File: src/rtl/uart_tx_arbiter_pkg.sv
// Shared types and constants for the UART transmit arbiter slice.
package uart_tx_arbiter_pkg;

    localparam int unsigned CLKS_PER_BIT_100M_115200 = 868;
    localparam int unsigned DATA_W_DEF               = 8;

    typedef enum logic [2:0] {
        ST_IDLE,
        ST_ISSUE,
        ST_WAIT_DONE,
        ST_GAP,
        ST_HOLD
    } arb_state_e;

endpackage

File: src/rtl/uart_tx_arbiter_if.sv
// Requester handshake plus uart_tx control/status, bundled for the arbiter.
interface uart_tx_arbiter_if
    import uart_tx_arbiter_pkg::*;
#(
    parameter int unsigned NUM_REQ = 4,
    parameter int unsigned DATA_W  = DATA_W_DEF
) ();

    logic [NUM_REQ-1:0]        req_valid;
    logic [NUM_REQ*DATA_W-1:0] req_data;
    logic [NUM_REQ-1:0]        req_last;
    logic [NUM_REQ-1:0]        req_ready;
    logic                      tx_start;
    logic [DATA_W-1:0]         tx_byte;
    logic                      tx_active;
    logic                      tx_done;

    modport master (
        output req_valid, req_data, req_last, tx_active, tx_done,
        input  req_ready, tx_start, tx_byte
    );

    modport slave (
        input  req_valid, req_data, req_last, tx_active, tx_done,
        output req_ready, tx_start, tx_byte
    );

endinterface

File: src/rtl/uart_tx_arbiter_rr_pick.sv
// Round-robin pick: first asserted request at or after ptr, wrapping.
module uart_tx_arbiter_rr_pick #(
    parameter  int unsigned NUM_REQ = 4,
    localparam int unsigned IDX_W   = $clog2(NUM_REQ)
) (
    input  logic [NUM_REQ-1:0] req,
    input  logic [IDX_W-1:0]   ptr,
    output logic [NUM_REQ-1:0] grant_oh,
    output logic [IDX_W-1:0]   grant_idx,
    output logic               any
);

    int unsigned cand;

    always_comb begin
        grant_oh  = '0;
        grant_idx = '0;
        any       = 1'b0;
        cand      = 0;
        for (int unsigned off = 0; off < NUM_REQ; off++) begin
            cand = (int'(ptr) + off) % NUM_REQ;
            if (!any && req[cand[IDX_W-1:0]]) begin
                any                         = 1'b1;
                grant_idx                   = cand[IDX_W-1:0];
                grant_oh[cand[IDX_W-1:0]]   = 1'b1;
            end
        end
    end

endmodule

File: src/rtl/uart_tx_arbiter.sv
// Round-robin arbiter sharing one uart_tx among NUM_REQ byte sources,
// holding the transmitter for a whole packet up to its last byte.
module uart_tx_arbiter
    import uart_tx_arbiter_pkg::*;
#(
    parameter  int unsigned NUM_REQ      = 4,
    parameter  int unsigned DATA_W       = DATA_W_DEF,
    parameter  int unsigned LOCK_TIMEOUT = 4096,
    localparam int unsigned IDX_W        = $clog2(NUM_REQ)
) (
    input  logic               clk,
    input  logic               rst,
    uart_tx_arbiter_if.slave   bus,
    output logic [IDX_W-1:0]   grant_idx,
    output logic               busy,
    output logic               lock_tmo
);

    localparam int unsigned TMO_W = (LOCK_TIMEOUT > 1) ? $clog2(LOCK_TIMEOUT) : 1;
    localparam logic [TMO_W-1:0] TMO_LAST = TMO_W'((LOCK_TIMEOUT == 0) ? 0 : LOCK_TIMEOUT - 1);

    arb_state_e        state_q, state_d;
    logic [DATA_W-1:0] tx_byte_q, tx_byte_d;
    logic [IDX_W-1:0]  grant_idx_q, grant_idx_d;
    logic [IDX_W-1:0]  rr_ptr_q, rr_ptr_d;
    logic              last_q, last_d;
    logic [TMO_W-1:0]  tmo_cnt_q, tmo_cnt_d;

    logic [NUM_REQ-1:0] ready_c;
    logic               start_c;
    logic               tmo_c;

    logic [NUM_REQ-1:0] pick_oh;
    logic [IDX_W-1:0]   pick_idx;
    logic               pick_any;
    logic [DATA_W-1:0]  src_byte [NUM_REQ];
    logic [IDX_W-1:0]   grant_next;

    uart_tx_arbiter_rr_pick #(.NUM_REQ(NUM_REQ)) u_pick (
        .req       (bus.req_valid),
        .ptr       (rr_ptr_q),
        .grant_oh  (pick_oh),
        .grant_idx (pick_idx),
        .any       (pick_any)
    );

    always_comb begin
        for (int unsigned i = 0; i < NUM_REQ; i++) begin
            src_byte[i] = bus.req_data[i*DATA_W +: DATA_W];
        end
    end

    assign grant_next = (grant_idx_q == IDX_W'(NUM_REQ - 1)) ? '0 : grant_idx_q + 1'b1;

    // ready is gated by rst so no byte is accepted in a cycle whose state is discarded
    always_comb begin
        state_d     = state_q;
        tx_byte_d   = tx_byte_q;
        grant_idx_d = grant_idx_q;
        rr_ptr_d    = rr_ptr_q;
        last_d      = last_q;
        tmo_cnt_d   = tmo_cnt_q;
        ready_c     = '0;
        start_c     = 1'b0;
        tmo_c       = 1'b0;
        unique case (state_q)
            ST_IDLE: begin
                if (!rst && !bus.tx_active && pick_any) begin
                    ready_c     = pick_oh;
                    tx_byte_d   = src_byte[pick_idx];
                    grant_idx_d = pick_idx;
                    last_d      = bus.req_last[pick_idx];
                    state_d     = ST_ISSUE;
                end
            end
            ST_ISSUE: begin
                start_c = 1'b1;
                state_d = ST_WAIT_DONE;
            end
            ST_WAIT_DONE: begin
                if (bus.tx_done) state_d = ST_GAP;
            end
            ST_GAP: begin
                if (last_q) begin
                    rr_ptr_d = grant_next;
                    state_d  = ST_IDLE;
                end else begin
                    tmo_cnt_d = '0;
                    state_d   = ST_HOLD;
                end
            end
            ST_HOLD: begin
                if (!rst && bus.req_valid[grant_idx_q]) begin
                    ready_c[grant_idx_q] = 1'b1;
                    tx_byte_d            = src_byte[grant_idx_q];
                    last_d               = bus.req_last[grant_idx_q];
                    state_d              = ST_ISSUE;
                end else if (LOCK_TIMEOUT != 0 && tmo_cnt_q == TMO_LAST) begin
                    tmo_c    = 1'b1;
                    rr_ptr_d = grant_next;
                    state_d  = ST_IDLE;
                end else begin
                    tmo_cnt_d = tmo_cnt_q + 1'b1;
                end
            end
            default: state_d = ST_IDLE;
        endcase
    end

    always_ff @(posedge clk) begin
        if (rst) begin
            state_q     <= ST_IDLE;
            tx_byte_q   <= '0;
            grant_idx_q <= '0;
            rr_ptr_q    <= '0;
            last_q      <= 1'b0;
            tmo_cnt_q   <= '0;
        end else begin
            state_q     <= state_d;
            tx_byte_q   <= tx_byte_d;
            grant_idx_q <= grant_idx_d;
            rr_ptr_q    <= rr_ptr_d;
            last_q      <= last_d;
            tmo_cnt_q   <= tmo_cnt_d;
        end
    end

    assign bus.req_ready = ready_c;
    assign bus.tx_start  = start_c;
    assign bus.tx_byte   = tx_byte_q;
    assign grant_idx     = grant_idx_q;
    assign busy          = (state_q != ST_IDLE);
    assign lock_tmo      = tmo_c;

endmodule

File: src/flat_wrapper.sv
// flat-port wrapper written by rule: the top's interface ports become plain ports
module uart_tx_arbiter_flat import uart_tx_arbiter_pkg::*;
#(
    parameter  int unsigned NUM_REQ      = 4,
    parameter  int unsigned DATA_W       = DATA_W_DEF,
    parameter  int unsigned LOCK_TIMEOUT = 4096,
    localparam int unsigned IDX_W        = $clog2(NUM_REQ)
)
  (clk, rst, grant_idx, busy, lock_tmo, bus_req_valid, bus_req_data, bus_req_last, bus_tx_active, bus_tx_done, bus_req_ready, bus_tx_start, bus_tx_byte);
  uart_tx_arbiter_if #(.NUM_REQ(NUM_REQ), .DATA_W(DATA_W)) bus_i ();
  input  logic clk;
  input  logic rst;
  output logic [IDX_W-1:0] grant_idx;
  output logic busy;
  output logic lock_tmo;
  input wire logic [$bits(bus_i.req_valid)-1:0] bus_req_valid;
  input wire logic [$bits(bus_i.req_data)-1:0] bus_req_data;
  input wire logic [$bits(bus_i.req_last)-1:0] bus_req_last;
  input wire logic [$bits(bus_i.tx_active)-1:0] bus_tx_active;
  input wire logic [$bits(bus_i.tx_done)-1:0] bus_tx_done;
  output wire logic [$bits(bus_i.req_ready)-1:0] bus_req_ready;
  output wire logic [$bits(bus_i.tx_start)-1:0] bus_tx_start;
  output wire logic [$bits(bus_i.tx_byte)-1:0] bus_tx_byte;
  assign bus_i.req_valid = bus_req_valid;
  assign bus_i.req_data = bus_req_data;
  assign bus_i.req_last = bus_req_last;
  assign bus_i.tx_active = bus_tx_active;
  assign bus_i.tx_done = bus_tx_done;
  assign bus_req_ready = bus_i.req_ready;
  assign bus_tx_start = bus_i.tx_start;
  assign bus_tx_byte = bus_i.tx_byte;
  uart_tx_arbiter #(.NUM_REQ(NUM_REQ), .DATA_W(DATA_W), .LOCK_TIMEOUT(LOCK_TIMEOUT)) u_core (.clk(clk), .rst(rst), .bus(bus_i), .grant_idx(grant_idx), .busy(busy), .lock_tmo(lock_tmo));
endmodule
File: config.mk
export PLATFORM = sky130hd
export DESIGN_NAME = uart_tx_arbiter_flat
export DESIGN_NICKNAME = d
export VERILOG_FILES = /design/src/rtl/uart_tx_arbiter_pkg.sv /design/src/rtl/uart_tx_arbiter_if.sv /design/src/rtl/uart_tx_arbiter_rr_pick.sv /design/src/rtl/uart_tx_arbiter.sv /design/src/flat_wrapper.sv
export SDC_FILE = /design/constraint.sdc
export NUM_CORES = 1
export LEC_CHECK = 0
export ABC_AREA = 1
export BUFFER_PORTS_ARGS = -buffer_cell sky130_fd_sc_hd__buf_2
export CAP_MARGIN = 15
export CORE_MARGIN = 2
export CORE_UTILIZATION = 61
export CTS_BUF_LIST = sky130_fd_sc_hd__clkbuf_2 sky130_fd_sc_hd__clkbuf_4 sky130_fd_sc_hd__clkbuf_8
export CTS_CLUSTER_SIZE = 14
export DETAILED_ROUTE_END_ITERATION = 8
export GPL_TIMING_DRIVEN = 0
export PLACE_DENSITY = 0.95
export SYNTH_ARGS = -nofsm -noshare
export SYNTH_HDL_FRONTEND = slang
export SYNTH_HIERARCHICAL = 1
export SYNTH_SLANG_ARGS = --single-unit
File: constraint.sdc
create_clock -name clk -period 3.78 [get_ports clk]
set_clock_uncertainty 0.05 [all_clocks]
set_input_delay 0.189 -clock clk [delete_from_list [all_inputs] [get_ports clk]]
set_output_delay 0.189 -clock clk [all_outputs]
set_load 0.005 [all_outputs]
# Yosys cells after proc, flatten, opt, wreduce, memory -nomap -nowiden
# Cells that the tools add are included.
# W data, S select, Z words.
# op_classes
add_sub_neg	5
order_cmp	13
n_eq_ne	15
muxes	70
bitwise	5
n_reduce_logical	25
# ops
cell	n
$mux W8	6
$mux W12	3
$bmux W8 S2	2
$mux W4	6
$pmux W12 S2	1
$mux W1	22
$lt A2 B3 Y1 const B	6
$mux W2	8
$pmux W8 S2	1
$mux W3	5
$pmux W3 S5	1
$bmux W1 S2	7
$add A12 B1 Y12 const B	1
$eq A12 B12 Y1 const B	1
$or A4 B4 Y4	3
$logic_and A1 B1 Y1	11
$demux W1 S2	5
$ge A2 B1 Y1 const B	5
$ne A2 B1 Y1 const B	4
$ne A2 B2 Y1 const B	4
$pmux W4 S2	1
$reduce_and A4 Y1	2
$eq A3 B2 Y1 const B	2
$ge A3 B3 Y1 const B	2
other kinds (15)	24
# totals
ff_bits	28

# Logic depth before layout (Yosys ltp)
# depth
depth_word	18
ltp_mapped	18
ltp_nobuf	15

# By module
# The synthesis kept the hierarchy.
# by_module_without_submodules
module	n_inst	cells_per_inst	area_per_inst_um2
uart_tx_arbiter	1	382	2312.2
uart_tx_arbiter_rr_pick	1	74	440.4

# Worst setup path before layout
# OpenSTA, ideal clock, no wires.
# synth_timing
path_kind	flip-flop to flip-flop
from	reg u_core.rr_ptr_q[0]
to	reg u_core.tx_byte_q[0], in the netlist u_core/bus.tx_byte[0]
arrival_ns	2.418
t_required_ns	3.666
slack_ns	1.248
stages_incl_launch_ff	17
path_buffers	2
cell_sequence	dfxtp_1 > inv_2 > ha_1 > inv_1 > nand3_1 > nand2_1 > nor2_1 > a21oi_1 > nand3_1 > buf_2 > clkbuf_1 > o21ai_0 > o21ai_0 > nand2_1 > nand2_1 > nor2_1 > nor2_1
# synth_via
elab_chain_cells	18
# synth_lines
element	line	text
start, declared	uart_tx_arbiter.sv:25	logic [IDX_W-1:0] rr_ptr_q, rr_ptr_d;
start signal, assigned	uart_tx_arbiter.sv:122	rr_ptr_q <= rr_ptr_d;
parallel branches: the longest is 11 deep, another holds $add A2 B1 Y2	n/a	
$mux W2 *	uart_tx_arbiter_rr_pick.sv:22	if (!any && req[cand[IDX_W-1:0]]) begin
via u_core.pick_idx[0]	uart_tx_arbiter.sv:34	logic [IDX_W-1:0] pick_idx;
$not A2 Y3 (not written as such) *	uart_tx_arbiter.sv:70	tx_byte_d = src_byte[pick_idx];
$bmux W8 S2 *	uart_tx_arbiter.sv:70	
$mux W8 (not written as such) * (2 in a row)	uart_tx_arbiter.sv:70	
$mux W8 *	uart_tx_arbiter.sv:68	if (!rst && !bus.tx_active && pick_any) begin
$pmux W8 S2 *	uart_tx_arbiter.sv:66	unique case (state_q)
end signal, assigned	uart_tx_arbiter.sv:120	tx_byte_q <= tx_byte_d;
end, declared	uart_tx_arbiter.sv:23	logic [DATA_W-1:0] tx_byte_q, tx_byte_d;
# Mark *: on every way through the listed nets, which the timed path passes. The select of a mux whose other input is x is not followed.
# A chain may end at the register's enable or synchronous reset.

# Worst setup path in the final report
# layout_timing
from	reg u_core.rr_ptr_q[0]
to	reg u_core.tx_byte_q[3], in the netlist u_core/bus.tx_byte[3]
# Same word-level chain as after synthesis.

==> run_results.csv <==
group,metric,value,unit
place,portBuffers,60,
logic_synthesis,ys_seq_area_frac,0.204,
place,dp.cells,568,
clocking,path_clk_slew,0.09,ns
cells_and_area,drive_gt1_frac,0.210,
setup_path,slowest_delay,0.53,ns
floorplanning,ios,61,
floorplanning,die_w,71.2,µm
clocking,root_buffer,"clkbuf_8",
timing,slew_violations,0,
run,maxCapViolCount,0,
global_routing,use_met3,0.0413,
global_routing,antenna_found_initial,0,
place,place_congestion,0.929,
floorplanning,design.die.area,5070,µm²
global_routing,grt_busiest_layer,"met2",
timing,period_share,0.864,
setup_path,ff2ff_path_depth,16,
setup_path,critical_path.reg2reg.startpoint,"u_core/rr_ptr_q[0]$_SDFFE_PP0P_",
timing,setup_ws,0.516,ns
drt,drc,0,
clocking,cts_buffer_depth,2,
logic_synthesis,postSynthCellCount,456,
timing,grt_setup_unrepaired,"no",
clocking,numCtsBuffers,3,
clocking,clk_latency,0.27,ns
floorplanning,start_util,0.632,
pwr,irDropWorstVdd,0.227,mV
logic_synthesis,avgSynthCellArea,6.04,µm²
place,pre_cts_ws,0.656,ns
clocking,cts_setup_buffers,0,
clocking,cts_hold_buf,0,
timing,hold_viol,0,
cells_and_area,stdcell_count,572,
setup_path,critPathCapture,"u_core/bus.tx_byte[3]$_SDFFE_PP0P_",
drt,wl_per_cell,13.4,µm
global_routing,grt_pass1_wl,12500,µm
global_routing,grtUsageMet2,0.521,
clocking,postCtsResizedCells,0,
drt,via_per_inst,5.85,
drt,routed_wl,7650,µm
cells_and_area,final_cell_mix,"nand2_1 (103), buf_2 (65), o21ai_0 (61)",
drt,drtIter0Drc,305,
pwr,power_density,347,nW/µm²
clocking,htreeDepth,1,
setup_path,cp.depth,16,
clocking,numClockSinks,28,
cells_and_area,final_nets,575,
cells_and_area,synthToLayoutAreaGrowth,15.3,%
logic_synthesis,synth_seq_cells,28,
pwr,power.leakage,0.00151,µW
timing,finalSetupViolCount,0,
global_routing,grt_pass1_vias,2939,
timing,finalCriticalPeriod,3.26,ns
hold_path,hold_path.class,"in -> reg",
global_routing,grt_util_all_layers,0.295,
place,dp_hpwl,5560,µm
setup_path,path_common_cell,"nand2_1",
timing,fin_setup_tns,0,ns
logic_synthesis,synthesis.area,2750,µm²
timing,timing.fmax,0.306,GHz
timing,worst_pin_slew,0.546,ns
setup_path,path_delay_family,"buffers and inverters",
setup_path,cp_data_arrival_time,3.43,ns
global_routing,overflow,0,
clocking,cts_tree,"built",
drt,vias,3345,
logic_synthesis,yosys.cell_types.count,34,
outcome,status,"completed",
drt,ant_nets,0,
setup_path,critPathLaunchType,"flop",
cells_and_area,insertedDiodeCount,0,
setup_path,regToRegSetupSlack,0.52,ns
setup_path,worstSetupPathType,"reg -> reg",
logic_synthesis,ys_warn_count,6,
setup_path,worstPathRequired,3.94,ns
setup_path,path_max_fanout,10,
global_routing,use_met1,0.382,
setup_path,crit_chain,"inv_2 > ha_1 > inv_1 > nand3_1 > nand2_1 > nor2_1 > a21oi_1 > nand3_1 > buf_4 > clkbuf_1 > o21ai_0 > o21ai_0 > nand2_1 > nand2_1 > nand2_1 > a21oi_1",
logic_synthesis,synth_nets,510,
drt,firstDrtPassIters,5,
floorplanning,rows,24,
setup_path,critPathSlowestCell,"dfxtp_1",
cells_and_area,final_common_cell,"nand2_1",
setup_path,startpoint,"u_core/rr_ptr_q[0]$_SDFFE_PP0P_",
timing,maxSlewHeadroom,0.636,
cells_and_area,utilization,0.729,
global_routing,grt_start_max_net_pins,16,
setup_path,reg2reg_to,"u_core/bus.tx_byte[3]$_SDFFE_PP0P_",
floorplanning,core_area,4350,µm²
floorplanning,die_h,71.2,µm
setup_path,path_buf_inv,4,
setup_path,worstSetupEndpointType,"flop",
-- sequential cells by signal, summed over array words and instances (netlist names) --
| name | count |
|---|---|
| u_core/bus.tx_byte | 8 |
| u_core/grant_idx | 2 |
| u_core/last_q | 1 |
| u_core/rr_ptr_q | 2 |
| u_core/state_q | 3 |
| u_core/tmo_cnt_q | 12 |
-- metrics by stage --
step	total power, µW	hold slack [ns]	cell area, µm²
after floorplan	750	0.331	2750
after global placement	890	0.403	3120
after detailed placement	906	0.424	3120
after CTS	1090	0.255	3170
after global routing	1180	0.255	3170
final	1100	0.261	3170
-- synth_stat cells --
cell / n / share of area
a211oi_1: 1 / 0.0027
a21boi_0: 4 / 0.011
a21boi_4: 1 / 0.0068
a21oi_1: 41 / 0.075
a32o_1: 3 / 0.011
and3_1: 1 / 0.0023
buf_1: 1 / 0.0014
buf_2: 5 / 0.0091
buf_4: 4 / 0.011
buf_6: 4 / 0.016
clkbuf_1: 5 / 0.0068
clkinv_1: 1 / 0.0014
dfxtp_1: 28 / 0.20
ha_1: 10 / 0.045
inv_1: 37 / 0.050
inv_2: 6 / 0.0082
inv_4: 1 / 0.0023
nand2_1: 103 / 0.14
nand2_2: 10 / 0.023
nand2_4: 4 / 0.016
nand3_1: 35 / 0.064
nand3_2: 3 / 0.011
nand3_4: 2 / 0.013
nand3b_2: 1 / 0.0041
nand4_1: 12 / 0.027
nor2_1: 58 / 0.079
nor2_2: 1 / 0.0023
nor2_4: 1 / 0.0041
nor2_8: 2 / 0.015
nor3_1: 3 / 0.0055
o21ai_0: 61 / 0.11
or2_1: 1 / 0.0023
xnor2_1: 1 / 0.0032
xor2_1: 5 / 0.016
-- cells by family after synthesis --
| logic type | synth area share |
|---|---|
| buf+inv | 0.107 |
| xor+xnor | 0.0191 |
| compound gates | 0.217 |
| flops | 0.204 |
| simple gates | 0.408 |
| fa+ha+maj | 0.0455 |
-- worst min-delay path, stage by stage --
cell and delay [ns]:
buf_2 0.15, nor2_8 0.07, nand3_1 0.09, nand2_1 0.05
-- area by class of cell --
cell class / count / area [µm²]
multi-input cells: 364 / 1900
fillers: 369 / 1180
flip-flops and latches: 28 / 561
repair buffers: 60 / 300
inverters: 45 / 171
plain buffers: 19 / 123
well taps: 52 / 65.1
clock buffers: 4 / 55.1
-- how the worst min path moves through the flow --
stage                                                   from  cells after the start  slack [ns]                                  to
after floorplan                                          rst                      2        0.33  u_core/bus.tx_byte[1]$_SDFFE_PP0P_
after global placement    u_core/bus.tx_byte[1]$_SDFFE_PP0P_                      2        0.40  u_core/bus.tx_byte[1]$_SDFFE_PP0P_
after detailed placement  u_core/bus.tx_byte[1]$_SDFFE_PP0P_                      2        0.42  u_core/bus.tx_byte[1]$_SDFFE_PP0P_
after CTS                                                rst                      4        0.26    u_core/tmo_cnt_q[1]$_SDFFE_PP0P_
after global routing                                     rst                      4        0.25    u_core/tmo_cnt_q[1]$_SDFFE_PP0P_
final                                                    rst                      4        0.26    u_core/tmo_cnt_q[1]$_SDFFE_PP0P_
-- power breakdown --
part | switching, µW | internal [µW]
sequential | 29.2 | 323
combinational | 360 | 205
clock | 91.2 | 93.3
total | 481 | 621
-- per-layer routing --
layer,routed length (µm),vias to the layer above
met5,0,-
met3,767,11
met4,45,0
met2,3650,210
li1,-,1640
met1,3190,1484
Power figures use the tool's default switching activity.
